File: src/rtl/splitter_pkg.sv
// Shared types and defaults for the byte-to-nibble splitter.
// The FSM encoding is fixed at two bits so the debug taps stay stable.
package splitter_pkg;

    typedef enum logic [1:0] {
        IDLE   = 2'd0,
        FIRST  = 2'd1,
        SECOND = 2'd2
    } state_t;

    localparam int DEF_NIB_W = 4;

endpackage

File: src/rtl/byte_nibble_splitter_nibble_select.sv
// Combinational nibble picker: chooses the first or second nibble of a byte
// according to the emission phase and the configured ordering.
module nibble_select
    import splitter_pkg::*;
#(
    parameter int NIB_W    = DEF_NIB_W,
    parameter int HI_FIRST = 1
) (
    input  logic [2*NIB_W-1:0] byte_in,
    input  logic               second,
    output logic [NIB_W-1:0]   nib
);

    localparam logic HI_BIT = (HI_FIRST != 0);

    logic take_hi;

    // High-first order takes the upper half in the first phase; low-first inverts that.
    assign take_hi = second ^ HI_BIT;
    assign nib     = take_hi ? byte_in[2*NIB_W-1:NIB_W] : byte_in[NIB_W-1:0];

endmodule

File: src/rtl/byte_nibble_splitter.sv
// Splits each accepted byte into two nibbles on a valid/ready output,
// allowing back-to-back bytes at one byte per two cycles, and counts bytes sent.
module byte_nibble_splitter
    import splitter_pkg::*;
#(
    parameter int NIB_W    = DEF_NIB_W,
    parameter int HI_FIRST = 1,
    parameter int CNT_W    = 16
) (
    input  logic               clk,
    input  logic               rst,
    input  logic [2*NIB_W-1:0] in_data,
    input  logic               in_valid,
    output logic               in_ready,
    output logic [NIB_W-1:0]   out_nib,
    output logic               out_valid,
    input  logic               out_ready,
    output logic               out_last,
    output logic [CNT_W-1:0]   byte_cnt,
    output logic               busy
);

    localparam int BYTE_W = 2 * NIB_W;

    state_t            state_q, state_d;
    logic [BYTE_W-1:0] hold_q, hold_d;
    logic [CNT_W-1:0]  cnt_q, cnt_d;
    logic [NIB_W-1:0]  sel_nib;
    logic              phase;
    logic              in_xfer;
    logic              out_xfer;

    assign phase = (state_q == SECOND);

    nibble_select #(
        .NIB_W   (NIB_W),
        .HI_FIRST(HI_FIRST)
    ) u_sel (
        .byte_in(hold_q),
        .second (phase),
        .nib    (sel_nib)
    );

    // Output decode; in SECOND the ready path is combinational so the next
    // byte can be loaded on the same edge the last nibble leaves.
    always_comb begin
        in_ready  = 1'b0;
        out_valid = 1'b0;
        out_last  = 1'b0;
        out_nib   = '0;
        case (state_q)
            IDLE: begin
                in_ready = !rst;
            end
            FIRST: begin
                out_valid = 1'b1;
                out_nib   = sel_nib;
            end
            SECOND: begin
                out_valid = 1'b1;
                out_last  = 1'b1;
                out_nib   = sel_nib;
                in_ready  = out_ready && !rst;
            end
            default: begin
                in_ready = 1'b0;
            end
        endcase
    end

    assign in_xfer  = in_valid && in_ready;
    assign out_xfer = out_valid && out_ready;

    always_comb begin
        state_d = state_q;
        hold_d  = hold_q;
        cnt_d   = cnt_q;
        case (state_q)
            IDLE: begin
                if (in_xfer) begin
                    hold_d  = in_data;
                    state_d = FIRST;
                end
            end
            FIRST: begin
                if (out_xfer) begin
                    state_d = SECOND;
                end
            end
            SECOND: begin
                if (out_xfer) begin
                    cnt_d = cnt_q + CNT_W'(1);
                    if (in_xfer) begin
                        hold_d  = in_data;
                        state_d = FIRST;
                    end else begin
                        state_d = IDLE;
                    end
                end
            end
            default: begin
                state_d = IDLE;
            end
        endcase
    end

    always_ff @(posedge clk or posedge rst) begin
        if (rst) begin
            state_q <= IDLE;
            hold_q  <= '0;
            cnt_q   <= '0;
        end else begin
            state_q <= state_d;
            hold_q  <= hold_d;
            cnt_q   <= cnt_d;
        end
    end

    assign byte_cnt = cnt_q;
    assign busy     = (state_q != IDLE);

endmodule

File: config.mk
export PLATFORM = sky130hd
export DESIGN_NAME = byte_nibble_splitter
export DESIGN_NICKNAME = d
export VERILOG_FILES = /design/src/rtl/splitter_pkg.sv /design/src/rtl/byte_nibble_splitter_nibble_select.sv /design/src/rtl/byte_nibble_splitter.sv
export SDC_FILE = /design/constraint.sdc
export NUM_CORES = 1
export LEC_CHECK = 0
export CAP_MARGIN = 15
export CORE_ASPECT_RATIO = 1.1
export CORE_UTILIZATION = 47
export CTS_CLUSTER_SIZE = 10
export DETAILED_ROUTE_END_ITERATION = 7
export PLACE_DENSITY = 0.76
export SETUP_SLACK_MARGIN = 0.2
export SYNTH_ARGS = -nofsm -noshare
export SYNTH_HDL_FRONTEND = slang
export SYNTH_HIERARCHICAL = 1
export SYNTH_SLANG_ARGS = --single-unit
File: constraint.sdc
create_clock -name clk -period 2.2 [get_ports clk]
set_clock_uncertainty 0.1 [all_clocks]
set_input_delay 0.33 -clock clk [delete_from_list [all_inputs] [get_ports clk]]
set_output_delay 0.33 -clock clk [all_outputs]
set_load 0.02 [all_outputs]
==> metrics.md <==
| Metric | Value |
|---|---|
| Die ar. | 3010 um2 |
| Clock latency on the worst-skew pair | 0.32 ns |
| Net Count, Synth | ~130 |
| Share of the synthesized area in the top cell type | 49.5% |
| Worst slack at placement | -0.0789 ns |
| Overall routing resource usage | about 20% |
| IO Pins | 36 |
| CTS Root Cell | clkbuf_4 |
| Vias | 952 |
| Max_cap viols | 0 |
| Worst Setup End Kind | output port |
| Fmax | 494 MHz |
| Initial antenna violation count | 0 |
| Die H | 57.5 um |
| Clock sinks | 26 |
| CP required | 1.77 ns |
| Global-route wire length before repair | 4.41 mm |
| Post-synthesis average cell area | 12.2 um2 |
| Worst Hold Class | in -> async |
| Fraction of layout cells with a size suffix above 1 | 31.6% |
| RSZ-0062 raised after global routing | true |
| Post-route minimum period | approximately 2 ns |
| Startpoint types | register |
| Final Util | 71.9% |
| Yosys Warn Count | 6 |
| Placed Instance Area | 1750 um2 |
| Critical path peak fanout | 8 |
| Worst slew margin | 77.6% |
| Yosys reg bits | 26 |
| Antenna diode count | 0 |
| CTS tree | done |
| Crit share post-route | 92.0% |
| WS Path Type | reg -> out |
| Outcome | completed |
| Via/cell ratio | 5.12 |
| Crit path arrival time | 1.59 ns |
| Vias in the first global route | 999 |
| Worst vdd ir | 0.906 mV |
| WL/cell | 13.7 um |
| Syn Inst Count | 108 |
| Mapped Area | 1320 um2 |
| CTS max path bufs | 2 |
| Sequential area share after synthesis | a little under 50% |
| Total CTS buffers | 3 |
| Largest net degree at the start of global routing | 27 |
| Detailed-placement wirelength estimate | 1.84 mm |
| Worst-Margin Slew | 0.337 ns |
| Synth-to-Final Area Change | 40.4% |
| Final setup margin | 0.176 ns |
| Fin area | ~1800 um2 |
| First drt pass iteration count | 4 |
| Post-route ant nets | 0 |
| Post-layout total power | 0.00193 W |
| Hold buffer count at CTS | 0 |
| Final Net Count | 174 |
| Starting DRC count in detailed routing | 7 |
| Initial Util | 51.2% |
| Synth cell types | 23 |
| Final hold violations | 0 |
| Pwr Density | 1050 nW/um2 |
| Routed WL | 2.55 mm |
| Core Area | 2570 um2 |
| DR DRC count | 0 |
| Largest cells by area after synthesis | dfrtp_1 (49%), mux2_2 (12%), xnor2_1 (6.0%) |
| Max-slew violation count | 0 |
| Leakage power | approximately 0.84 nW |
| Port Buffers | 35 |
| H-tree Lvls | 1 |
| Die Wd | 52.4 um |
| Synth area leader | dfrtp_1 |
| Setup violations, final | 0 |
| Row Count | 19 |
| GPL Wtd Cong | a little over 0.8 |
| GR Overflow Total | 0 |
| Setup_tns | 0 ns |
| Clk pin slew, worst setup/hold paths | 0.14 ns |
==> layout make-up <==
| type | instances | area, um2 |
|---|---|---|
| fill | 184 | 721 |
| multi-input combinational | 74 | 677 |
| sequential | 26 | 651 |
| timing repair buffer | 44 | 414 |
| tap | 31 | 38.8 |
| clock buffer | 4 | 36.3 |
| inverter | 7 | 30.0 |
==> through the flow <==
stage,std cells,hold WS (ns)
2_1_floorplan,108,0.125
3_3_place_gp,180,0.355
3_5_place_dp,180,0.356
4_1_cts,186,0.355
5_1_grt,186,0.383
6_report,186,0.360
==> worst max-delay path: stages (launching register included) <==
cell and delay [ns]:
dfrtp_1 0.41, inv_2 0.08, ha_4 0.20, mux2_4 0.32, and2_4 0.14, buf_6 0.12
==> synth_stat cells, drive strengths merged <==
| cell type | instances |
|---|---|
| dfrtp | 26 |
| mux2 | 14 |
| xnor2 | 9 |
| nor2 | 8 |
| inv | 7 |
| ha | 6 |
| nand2 | 6 |
| xor2 | 6 |
| and2 | 5 |
| nand4 | 5 |
| nand3 | 3 |
| a21oi | 2 |
| nand2b | 2 |
| nor3 | 2 |
| and3 | 1 |
| and4 | 1 |
| buf | 1 |
| nor4 | 1 |
| o21ai | 1 |
| o22ai | 1 |
| or4 | 1 |
==> routing by layer <==
metal	GRT usage [%]	vias to the layer above	wire length (um)
met5	0	-	0
met4	6.77	0	29
met3	2.67	4	85
met2	34.9	27	1340
met1	24.1	465	1100
li1	-	456	-
==> cells by family after synthesis <==
family / synth area share, %
buffers and inverters: 2.85
AOI/OAI and AO/OA: 1.90
DFF: 49.5
and+or+nand+nor: 18.1
adders and majority gates: 5.71
xor gates and xnor gates: 9.99
muxes: 12.0
==> layout by cell type, fill, tap and decap left out, types with 2 or more instances in the layout <==
cell type / n
and2_4: 4
buf_4: 10
buf_6: 4
clkbuf_4: 3
clkdlybuf4s50_1: 27
dfrtp_1: 26
ha_1: 4
ha_4: 2
inv_1: 4
inv_2: 2
mux2_2: 10
mux2_4: 4
nand2_1: 6
nand2b_1: 2
nand3_1: 3
nand4_1: 3
nand4_4: 2
nor2_1: 8
nor3_2: 2
xnor2_1: 9
xor2_1: 6
==> sequential cells by signal (all words and copies together) (netlist names) <==
name,cells
byte_cnt,16
hold_q,8
state_q,2
==> repair_timing <==
item,in CTS,in global routing
pin swaps,3,1
setup buffers,2,0
resized for setup,46,4
setup endpoints to repair,9,7
==> final timing paths <==
kind	startpoint	cells past startpoint	endpoint	slack (ns)
max	state_q[0]	5	out_nib[2]	0.18
min	rst	3	byte_cnt[15]	0.36
max reg2reg	state_q[0]	7	state_q[0]	0.32
min reg2reg	byte_cnt[15]	1	byte_cnt[15]	0.37
max in group asynchronous	rst	3	byte_cnt[0]	1.39
min in group clk	byte_cnt[15]	1	byte_cnt[15]	0.37
==> where the power goes <==
part,total [W],internal (W),switching [W]
logic,0.000992,0.000553,0.000438
clock network,0.000241,0.000101,0.000139
registers,0.000699,0.000598,0.000101
Note: power is estimated with default switching activity, not from simulation.
